[src/rtl/exe_issue_scheduler.sv]
// In-order issue queue with a destination-register scoreboard. It holds decoded
// vector instructions and releases the head to executeControlUnit once the unit is free and no RAW/WAW hazard exists.
module exe_issue_scheduler #(
  parameter int ADDR_WIDTH = 5,
  parameter int DEPTH      = 4
) (
  input  logic                        clk,
  input  logic                        rst,
  input  logic                        in_valid,
  output logic                        in_ready,
  input  logic [ADDR_WIDTH-1:0]       in_rs1,
  input  logic [ADDR_WIDTH-1:0]       in_rs2,
  input  logic [ADDR_WIDTH-1:0]       in_rd,
  input  logic                        wb_valid,
  input  logic [ADDR_WIDTH-1:0]       wb_rd,
  output logic                        issue_valid,
  output logic [ADDR_WIDTH-1:0]       issue_rs1,
  output logic [ADDR_WIDTH-1:0]       issue_rs2,
  output logic [ADDR_WIDTH-1:0]       issue_rd,
  output logic [$clog2(DEPTH):0]      count,
  output logic [(2**ADDR_WIDTH)-1:0]  busy_mask
);

  localparam int PW   = $clog2(DEPTH);
  localparam int CW   = PW + 1;
  localparam int NREG = 2**ADDR_WIDTH;

  // The control unit needs instr_valid -> FETCH_A -> FETCH_B before it is idle,
  // so two dead cycles follow every issue decision.
  localparam logic [1:0] COOL_LOAD = 2'd2;

  typedef struct packed {
    logic [ADDR_WIDTH-1:0] rs1;
    logic [ADDR_WIDTH-1:0] rs2;
    logic [ADDR_WIDTH-1:0] rd;
  } instr_t;

  instr_t [DEPTH-1:0] mem_q;
  logic   [PW-1:0]    wr_ptr_q, wr_ptr_d;
  logic   [PW-1:0]    rd_ptr_q, rd_ptr_d;
  logic   [CW-1:0]    cnt_q, cnt_d;
  logic   [NREG-1:0]  busy_q, busy_d;
  logic   [1:0]       cool_q, cool_d;
  logic               iss_vld_q, iss_vld_d;
  instr_t             iss_q, iss_d;

  instr_t head;
  logic   push, pop, head_hazard;

  assign head        = mem_q[rd_ptr_q];
  assign in_ready    = (cnt_q != CW'(DEPTH));
  assign push        = in_valid && in_ready;
  // Registered scoreboard only: a writeback this cycle does not unblock the head.
  assign head_hazard = busy_q[head.rs1] || busy_q[head.rs2] || busy_q[head.rd];
  assign pop         = (cnt_q != '0) && (cool_q == 2'd0) && !head_hazard;

  always_comb begin
    wr_ptr_d  = wr_ptr_q;
    rd_ptr_d  = rd_ptr_q;
    cnt_d     = cnt_q;
    busy_d    = busy_q;
    cool_d    = cool_q;
    iss_vld_d = 1'b0;
    iss_d     = iss_q;

    if (push) wr_ptr_d = wr_ptr_q + PW'(1);
    if (pop)  rd_ptr_d = rd_ptr_q + PW'(1);

    case ({push, pop})
      2'b10:   cnt_d = cnt_q + CW'(1);
      2'b01:   cnt_d = cnt_q - CW'(1);
      default: cnt_d = cnt_q;
    endcase

    if (cool_q != 2'd0) cool_d = cool_q - 2'd1;

    // Set after clear so a same-cycle issue to the written-back register wins.
    if (wb_valid) busy_d[wb_rd] = 1'b0;

    if (pop) begin
      busy_d[head.rd] = 1'b1;
      cool_d          = COOL_LOAD;
      iss_vld_d       = 1'b1;
      iss_d           = head;
    end
  end

  always_ff @(posedge clk) begin
    if (rst) begin
      wr_ptr_q  <= '0;
      rd_ptr_q  <= '0;
      cnt_q     <= '0;
      busy_q    <= '0;
      cool_q    <= '0;
      iss_vld_q <= 1'b0;
      iss_q     <= '0;
    end else begin
      wr_ptr_q  <= wr_ptr_d;
      rd_ptr_q  <= rd_ptr_d;
      cnt_q     <= cnt_d;
      busy_q    <= busy_d;
      cool_q    <= cool_d;
      iss_vld_q <= iss_vld_d;
      iss_q     <= iss_d;
    end
  end

  // Payload storage carries no reset; occupancy is tracked by the pointers.
  always_ff @(posedge clk) begin
    if (push) mem_q[wr_ptr_q] <= '{rs1: in_rs1, rs2: in_rs2, rd: in_rd};
  end

  assign issue_valid = iss_vld_q;
  assign issue_rs1   = iss_q.rs1;
  assign issue_rs2   = iss_q.rs2;
  assign issue_rd    = iss_q.rd;
  assign count       = cnt_q;
  assign busy_mask   = busy_q;

endmodule
[config.mk]
export PLATFORM = sky130hd
export DESIGN_NAME = exe_issue_scheduler
export DESIGN_NICKNAME = d
export VERILOG_FILES = /design/src/rtl/exe_issue_scheduler.sv
export SDC_FILE = /design/constraint.sdc
export NUM_CORES = 1
export LEC_CHECK = 0
export ABC_CLOCK_PERIOD_IN_PS = 5400
export BUFFER_PORTS_ARGS = -buffer_cell sky130_fd_sc_hd__clkbuf_2
export CAP_MARGIN = 20
export CORE_AREA = 3 3 171 90
export DETAILED_ROUTE_END_ITERATION = 8
export DIE_AREA = 0 0 174 93
export HOLD_SLACK_MARGIN = 0.05
export PLACE_DENSITY = 0.65
export SYNTH_ARGS = -nofsm -noshare
export SYNTH_HDL_FRONTEND = slang
export SYNTH_SLANG_ARGS = --single-unit
[constraint.sdc]
create_clock -name clk -period 5.4 [get_ports clk]
set_clock_uncertainty 0.15 [all_clocks]
set_input_delay 0.27 -clock clk [delete_from_list [all_inputs] [get_ports clk]]
set_output_delay 0.27 -clock clk [all_outputs]
set_load 0.01 [all_outputs]
Yosys cells after proc, flatten, opt, wreduce, memory -nomap -nowiden:

Cells that the tools add are included.

* $add $sub $neg: 5
* $mul: 0
* divide/modulo/power cells: 0
* $lt $le $gt $ge: 9
* eq/ne operators: 3
* shifts and indexed selects: 0
* multiplexer cells: 21
* bitwise operators: 3
* reduce and logical (&&, ||, !) cells: 15

Operators with widths (number)
* $mux W32: 2
* $bwmux W60: 1
* $and A32 B32 Y32: 1
* $not A32 Y32: 1
* $or A32 B32 Y32: 1
* $bmux W15 S2: 1
* $demux W15 S2: 1
* $mux W15: 2
* $lt A5 B6 Y1 const B: 4
* $bmux W1 S5: 3
* $demux W1 S5: 2
* $ge A5 B1 Y1 const B: 2
* $logic_and A1 B1 Y1: 6
* $lt A2 B3 Y1 const B: 2
* $mux W1: 6
* $pmux W3 S2: 1
* $reduce_bool A2 Y1: 3
* $add A2 B1 Y2 const B: 2
* $mux W2: 2
* $add A3 B1 Y3 const B: 1
* $ne A3 B3 Y1 const B: 1
* $reduce_bool A3 Y1: 1
* $sub A3 B1 Y3 const B: 1
* $eq A2 B1 Y1 const B: 1
* other kinds (7): 8

* register bits after elaboration: 117
* latch bits: 0
* RAM bits: 0
* ROM bits: 0
* input port bits: 24
* output and inout port bits: 52
* word-level logic and storage cells: 78
* memories: 0

Longest topological paths before layout:

Gate-level depths: netlist of run 1.

* depth in word-level cells: 10
* mapped depth: 16
* depth with buffers taken out: 12

Worst setup path after synthesis of run 1:

Ideal clock, no wire load.

* path kind: register to register
* from: register rd_ptr_q[0]
* to: register cnt_q[2], in the netlist count[2]
* setup time: 0.070 ns
* arrival time: 3.829 ns
* required time: 5.180 ns
* setup slack: 1.351 ns
* cell stages (with the launch flop): 15
* path buffers: 3
* clock period less this slack: 4.049 ns
* path through: dfxtp_1 -> buf_6 -> buf_2 -> mux4_2 -> and3_1 -> a2111oi_0 -> nand4_1 -> nor4_4 -> buf_6 -> ha_1 -> inv_1 -> fa_1 -> xor2_1 -> or3_1 -> a21oi_1

* longest elaborated chain between the ends: 10
* elaborated cells between the ends (all ways): 16
* those cells by class: eq/ne: 2; mux: 9; reduce/logical: 5

RTL lines
* start, declared: RTL line 40 `logic [PW-1:0] rd_ptr_q, rd_ptr_d;`
* start signal, assigned: RTL line 99 `rd_ptr_q <= rd_ptr_d;`
* $bmux W15 S2 *: RTL line 50 `assign head = mem_q[rd_ptr_q];`
* $mux W15 (implied by the code) *: RTL line 50
* $bmux W1 S5: RTL line 54 `assign head_hazard = busy_q[head.rs1] || busy_q[head.rs2] || busy_q[head.rd];`
* $mux W1 (implied by the code): RTL line 54
* $logic_or A1 B1 Y1: RTL line 54
* $logic_or A1 B1 Y1 *: RTL line 54
* $logic_not A1 Y1 *: RTL line 55 `assign pop = (cnt_q != '0) && (cool_q == 2'd0) && !head_hazard;`
* $logic_and A1 B1 Y1 *: RTL line 55
* $eq A2 B1 Y1 or $eq A2 B2 Y1 (tied branches): RTL line 69 `case ({push, pop})`
* $pmux W3 S2 or $reduce_bool A2 Y1 (tied branches)
* end signal, assigned: RTL line 100 `cnt_q <= cnt_d;`
* end, declared: RTL line 41 `logic [CW-1:0] cnt_q, cnt_d;`

Every way passes the cells marked *; elsewhere a longest branch is shown, timed or not. The select of a mux whose other input is x is not followed.
A chain may end at the register's enable or synchronous reset.

Worst setup path in the final report of run 1:

Ends and elaborated chain as after synthesis.

==> impl_results.md, run 1 <==
* Status: finished clean
* Peak supply drop at 0.221 mV
* Count of TritonRoute iterations in the first routing pass at 5
* Area leader, netlist: edfxtp_1
* RSZ-0062 raised after global routing: no
* First-pass GRT wire length at 24,000 µm
* Hold WS at 0.167 ns
* Total of max-cap violations at 0
* Share of cells above drive strength 1 at 0.246
* Row count at 31
* Max Fclk at 230 MHz
* PnR worst setup slack at 1.05 ns
* Clock buffer depth at 2
* Kind of end point of the critical path: flip-flop
* All-Layer GR Usage at 0.197
* FF+latch count, synth at 117
* Drc violations at 0
* Grt met3 use at 0.0689
* Routability Congestion at 0.957
* Async SR Flop Fraction at 0
* Largest fanout on the critical path at 20
* Port bufs at 75
* Sequential fraction of the synthesis area at 0.532
* Placed cell area at 6090 µm²
* Max-slew violation count at 0
* Synth cell types at 46
* Pin count of the biggest net entering global routing at 43
* Final setup fails at 0
* Hold path start: in_valid
* Initial Utilization at 0.392
* Leakage power figure at 2.54 nW
* Initial antenna violation count at 0
* Synthesized area at 5530 µm²
* Grt met2 use at 0.238
* Post-synth EDFFs at 60
* R2r setup slk at 1.05 ns
* Ant diodes at 0
* # H-tree levels at 4
* Design Power at 3.21 mW
* Finished Layout Cells at 766
* Startpoint types: flip-flop
* R2R Path Start: rd_ptr_q[0]
* Synth top area share at 0.326
* DIE AREA at 16,200 µm²
* Die Wd at 174 µm
* DR iter-0 viols at 455
* Clock slew at the register clock pins of the worst setup and hold paths at 0.05 ns
* Cells after synthesis at 461
* Final #Nets at 585
* I/O Pins at 76
* Post-route minimum period at 4.35 ns
* WHS Endpoint: wr_ptr_q[1]
* Die H at 93 µm
* Hold Crit Class: input port to flip-flop
* Hold Path Depth at 4
* Critical path arrival at 4.54 ns
* Core outline area at 14,100 µm²
* Dpl hpwl at 11,600 µm
* Wire per inst at 20.4 µm
* Syn Nets at 491
* Post-place setup slack at 1.03 ns
* Clk root buf: clkbuf_16
* Final Hold Viols at 0
* CTS sink count at 117
* CTS buffer count at 17
* GRT busiest layer: met1
* Crit share post-route at 0.805
* Setup TNS at 0 ns
* Detailed-route vias per instance at 5.58
* Fin area at 6800 µm²
* Synthesized area per cell at 12.0 µm²
* Worst reg2reg endpoint: count[2]
* Top FF cell, synth: edfxtp_1
* Ranking of synthesized cells by area: edfxtp_1 (33%), dfxtp_1 (21%), mux2i_1 (12%)
* CTS tree: built
* Routed Antenna Nets at 0
* Most common cell after layout, fill and taps aside: clkbuf_2
* Slew @ Worst Pin at 0.924 ns
* R2R cell count at 12
* DR vias at 4,278
* Final WL at 15,600 µm
* Commonest non-fill, non-tap cells in the layout: clkbuf_2 (75), mux2i_1 (66), edfxtp_1 (60)
* CP Data Required Time at 5.59 ns
* Area Growth Syn to Fin at 23.0%
* GR Layer Usage met1 at 0.320
* Setup CP Type: flip-flop to flip-flop
* Inst Count DP at 719
* Finished Core Util at 0.482
* Worst-Skew Late Latency at 0.41 ns
* Total congestion overflow at 0
* Slew margin rel. at 0.384
* Pwr dens at 471 nW/µm²
* Vias in the first global route at 4,076
* Ys Warns at 0
[worst max-delay path, cell delays in order (launching register included)]
cell and delay, ns:
dfxtp_1 0.65, mux4_2 0.87, mux2i_1 0.25, mux2i_1 0.13
a22o_1 0.26, a211o_1 0.33, nor4_4 0.35, ha_1 0.24
inv_1 0.06, fa_1 0.38, xor2_1 0.16, or3_1 0.30
a21oi_1 0.14
[metal layers]
metal	vias up	routed length (µm)	share of wire
met2	226	5780	0.37
met3	17	1670	0.11
met5	-	0	0
li1	1918	-	-
met4	0	142	0.0091
met1	2117	8020	0.51
[flip-flops by register name, summed over array words and instances (netlist names)]
name,count
issue_valid,1
count,3
busy_mask,32
cool_q,2
rd_ptr_q,2
wr_ptr_q,2
issue_rs2,5
mem_q,60
issue_rs1,5
issue_rd,5
[cell type report]
cell class	count	area, µm²
multi-input combinational	318	2460
sequential	117	2940
clock inverter	13	134
inverter	6	22.5
tap	198	248
fill	1284	7320
timing repair buffer	95	563
clock buffer	19	433
[worst max path at each step]
stage / from / to / slack (ns) / cells after the start
floorplan: rd_ptr_q[0] / count[2] / 1.35 / 14
global placement: rd_ptr_q[0] / count[2] / 1.15 / 12
detailed placement: rd_ptr_q[0] / count[2] / 1.03 / 12
CTS: rd_ptr_q[0] / count[2] / 1.03 / 12
global route: rd_ptr_q[0] / count[2] / 0.81 / 12
finish: rd_ptr_q[0] / count[2] / 1.05 / 12
[synth_stat cells, types with 2 or more instances]
library cell	n
xor2_1	2
mux4_2	16
a211o_1	2
inv_1	6
clkbuf_1	10
o21ai_0	35
nand2_1	29
a22oi_1	12
nor2_1	30
buf_2	6
xnor2_1	2
and2_1	4
nor3_1	2
o21ai_1	16
nand3b_1	20
ha_1	5
dfxtp_1	57
buf_6	3
nand3_1	6
nor2b_1	23
nor3b_1	5
mux2i_1	66
a21oi_1	8
edfxtp_1	60
mux2_2	7
nand2b_1	4
and3_1	6
[what timing repair did]
item,in CTS,in global routing
hold endpoints to repair,60,0
hold buffers,15,0
gates resized for setup,0,0
setup buffers,0,0
[logic make-up after synthesis]
kind of cell	share of synthesized area
and+or+nand+nor	0.143
DFF	0.532
muxes	0.199
AOI/OAI and AO/OA	0.0819
buffers and inverters	0.0231
adders and majority gates	0.0149
xor gates and xnor gates	0.00634
[where the power goes]
part / switching (mW) / internal, mW / total [mW]
sequential: 0.0938 / 1.08 / 1.17
combinational: 0.564 / 0.384 / 0.948
clock: 0.410 / 0.676 / 1.09
(Power assumes the default switching activity.)
==> inputs of run 2 (changes only) <==
Settings changed: ABC_AREA set to 1, ABC_CLOCK_PERIOD_IN_PS 5400 to 4400, CORE_AREA 3 3 171 90 to 3 3 180 94, DIE_AREA 0 0 174 93 to 0 0 183 97.
Clock period 5.4 ns to 4.4 ns, I/O delays scaled along.
==> impl_results.md, run 2 <==
* Status: finished clean (unchanged)
* Critical Path End: count[2] (unchanged)
* Final setup fails at 0 (unchanged)
* Setup TNS at 0 ns (unchanged)
* FF+latch count, synth at 117 (unchanged)
* Most frequent cell after synthesis: nand2_1 (was mux2i_1)
* DIE AREA at 17,800 µm² (was 16,200 µm²)
* CTS buffer count at 17 (unchanged)
* Slowest stage cell, crit path: fa_1 (was mux4_2)
* Largest reg by FF count: mem_q (unchanged)
* Area Growth Syn to Fin at 19.2% (was 23.0%)
* R2R cell count at 21 (was 12)
* Largest fanout on the critical path at 19 (was 20)
* Clock slew at the register clock pins of the worst setup and hold paths at 0.06 ns (was 0.05 ns)
* Kind of end point of the critical path: flip-flop (unchanged)
* Syn Nets at 811 (was 491)
* Slew margin rel. at 0.596 (was 0.384)
* CP dominant cell by count: nand2_1 (was mux2i_1)
* Port bufs at 75 (unchanged)
* Synth cell types at 35 (was 46)
* Area leader, netlist: edfxtp_1 (unchanged)
* Commonest non-fill, non-tap cells in the layout: nand2_1 (234), nand3_1 (127), clkbuf_2 (75) (was clkbuf_2 (75), mux2i_1 (66), edfxtp_1 (60))
* Die Wd at 183 µm (was 174 µm)
* Max Fclk at 264 MHz (was 230 MHz)
* Routability Congestion at 1.03 (was 0.957)
* Routed Antenna Nets at 0 (unchanged)
* Ys Warns at 0 (unchanged)
* Core outline area at 15,400 µm² (was 14,100 µm²)
* I/O Pins at 76 (unchanged)
* Multi-input logic area at 2680 µm² (was 2460 µm²)
* Max incr delay on CP at 0.38 ns (was 0.87 ns)
* DR iter-0 viols at 523 (was 455)
* Pwr dens at 605 nW/µm² (was 471 nW/µm²)
* Post-CTS Setup Bufs at 0 (unchanged)
* Hold Crit Class: input port to flip-flop (unchanged)
* First-pass GRT wire length at 28,900 µm (was 24,000 µm)
* Worst reg2reg endpoint: count[2] (unchanged)
* Crit share post-route at 0.862 (was 0.805)
* Ant diodes at 0 (unchanged)
* Post-synth EDFFs at 60 (unchanged)
* Share of cells above drive strength 1 at 0.187 (was 0.246)
* CP Data Required Time at 4.55 ns (was 5.59 ns)
* Most common cell after layout, fill and taps aside: nand2_1 (was clkbuf_2)
* # H-tree levels at 4 (unchanged)
* CTS tree: built (unchanged)
* Clk root buf: clkbuf_16 (unchanged)
* Setup CP Type: flip-flop to flip-flop (unchanged)
* Fillers at 1,561 (was 1,284)
* Post-route minimum period at 3.79 ns (was 4.35 ns)
* Sequential cell area at 2940 µm² (unchanged)
* Total congestion overflow at 0 (unchanged)
* Slew @ Worst Pin at 0.604 ns (was 0.924 ns)
* Worst-Skew Late Latency at 0.42 ns (was 0.41 ns)
* Async SR Flop Fraction at 0 (unchanged)
* Count of TritonRoute iterations in the first routing pass at 6 (was 5)
* Cells after synthesis at 781 (was 461)
* Initial antenna violation count at 0 (unchanged)
* Vias in the first global route at 5,273 (was 4,076)
* Sequential fraction of the synthesis area at 0.477 (was 0.532)
* Max-slew violation count at 0 (unchanged)
* Top FF cell, synth: edfxtp_1 (unchanged)
* All-Layer GR Usage at 0.206 (was 0.197)
* Hold WS at 0.117 ns (was 0.167 ns)
* Resized cells post-CTS at 0 (unchanged)
* Total of max-cap violations at 0 (unchanged)
* Row count at 32 (was 31)
* R2R Path Start: rd_ptr_q[0] (unchanged)
* Pin count of the biggest net entering global routing at 54 (was 43)
* DR vias at 5,714 (was 4,278)
* Final WL at 18,100 µm (was 15,600 µm)
* Worst setup startpoint: rd_ptr_q[0] (unchanged)
* Final #Nets at 900 (was 585)
* Die H at 97 µm (was 93 µm)
* Synthesized area per cell at 7.90 µm² (was 12.0 µm²)
* Ranking of synthesized cells by area: edfxtp_1 (29%), dfxtp_1 (19%), nand2_1 (14%) (was edfxtp_1 (33%), dfxtp_1 (21%), mux2i_1 (12%))
* Drc violations at 0 (unchanged)
* Crit-path leading delay family: simple AND/OR/NAND/NOR gates (was multiplexers)
* Max reg flops at 60 (unchanged)
* Leakage power figure at 3.31 nW (was 2.54 nW)
* Initial Utilization at 0.401 (was 0.392)
* CTS sink count at 117 (unchanged)
* # hold bufs at CTS at 16 (was 15)
* Wire per inst at 16.7 µm (was 20.4 µm)
* Post-synth top cells: nand2_1 (234), nand3_1 (127), nor2_1 (71) (was mux2i_1 (66), edfxtp_1 (60), dfxtp_1 (57))
* Synth top area share at 0.292 (was 0.326)
* R2r setup slk at 0.61 ns (was 1.05 ns)
* RSZ-0062 raised after global routing: no (unchanged)
* Critical path arrival at 3.95 ns (was 4.54 ns)
* Dpl hpwl at 13,000 µm (was 11,600 µm)
* Startpoint types: flip-flop (unchanged)
* Final Hold Viols at 0 (unchanged)
* Peak supply drop at 0.339 mV (was 0.221 mV)
* Synthesized area at 6170 µm² (was 5530 µm²)
* CP cell instances: buf_4 > nand2_1 > nand3_2 > nand2_4 > nand2_1 > nand3_1 > nand3_1 > nand3_1 > nand2_1 > nand2_1 > nand2_1 > nor2_4 > nand2_4 > inv_1 > ha_1 > inv_1 > fa_1 > a21oi_1 > o21ai_0 > o21ai_0 > a21oi_1 (was mux4_2 > mux2i_1 > mux2i_1 > a22o_1 > a211o_1 > nor4_4 > ha_1 > inv_1 > fa_1 > xor2_1 > or3_1 > a21oi_1)
* Number of cells on the critical path at 21 (was 12)
* Detailed-route vias per instance at 5.26 (was 5.58)
* Buffers & Inverters on Critical Path at 3 (was 1)
* Clock buffer depth at 2 (unchanged)
## run 2: cell count changes in the layout (fill, tap and decap cells not counted), sizes merged, moves of 7 or more
cell,delta
mux4,-16
nor2b,-23
or2,+9
o21ai,-33
inv,+76
nand3b,-19
mux2,-7
nand3,+127
nor2,+43
mux2i,-66
a22oi,-12
o211ai,+34
nand2,+232
## run 2: cell families after synthesis
group	after synthesis	share of synthesized area
adder cells (fa/ha/maj)	6	0.0134
buffers and inverters	109	0.0883
XOR/XNOR	1	0.00142
AO/OA/AOI/OAI	65	0.0690
AND/OR/NAND/NOR	483	0.351
flip-flops	117	0.477
## run 2: worst min-delay path by stage
stage | startpoint | endpoint | slack [ns] | cells past startpoint
after floorplan | rst | cool_q[1] | 0.14 | 1
after global placement | cool_q[0] | cool_q[0] | 0.28 | 1
after detailed placement | cool_q[0] | cool_q[0] | 0.29 | 1
after CTS | in_valid | wr_ptr_q[0] | 0.11 | 3
after global routing | in_valid | wr_ptr_q[0] | 0.13 | 3
final | in_valid | wr_ptr_q[0] | 0.12 | 3
## run 2: metal layers
layer	global-route usage	vias up	wire length (µm)
met4	0.0550	0	316
met5	0	-	0
met3	0.0500	30	1370
met1	0.301	2687	8620
li1	-	2750	-
met2	0.304	247	7840
## run 2: cell type report
cell class | instances | share of cell area
Clock inverter | 14 | 0.0165
Tap cell | 204 | 0.0347
Clock buffer | 18 | 0.0584
Multi-Input combinational cell | 555 | 0.365
Sequential cell | 117 | 0.400
Inverter | 78 | 0.0405
Timing Repair Buffer | 101 | 0.0848
## run 2: power breakdown
| group | internal [mW] | leakage, nW | switching, mW | total [mW] |
|---|---|---|---|---|
| clock | 0.736 | 0.259 | 0.560 | 1.30 |
| sequential | 1.31 | 1.01 | 0.0868 | 1.40 |
| combinational | 0.496 | 2.04 | 1.26 | 1.75 |
| total | 2.55 | 3.31 | 1.90 | 4.45 |
## run 2: tightest hold or removal path: stages
cell and delay, ns:
clkbuf_2 0.08, nand2_1 0.23, a21oi_1 0.11
## run 2: metrics by stage
step | instance area [µm²] | power [mW] | cells | setup WS, ns | utilization
finish | 7350 | 4.45 | 1087 | 0.607 | 0.478
global route | 7350 | 4.72 | 1087 | 0.282 | 0.478
CTS | 7350 | 4.45 | 1087 | 0.657 | 0.478
detailed placement | 6640 | 3.14 | 1039 | 0.678 | 0.432
global placement | 6640 | 3.13 | 1039 | 0.822 | 0.432
floorplan | 6170 | 2.69 | 781 | 1.52 | -
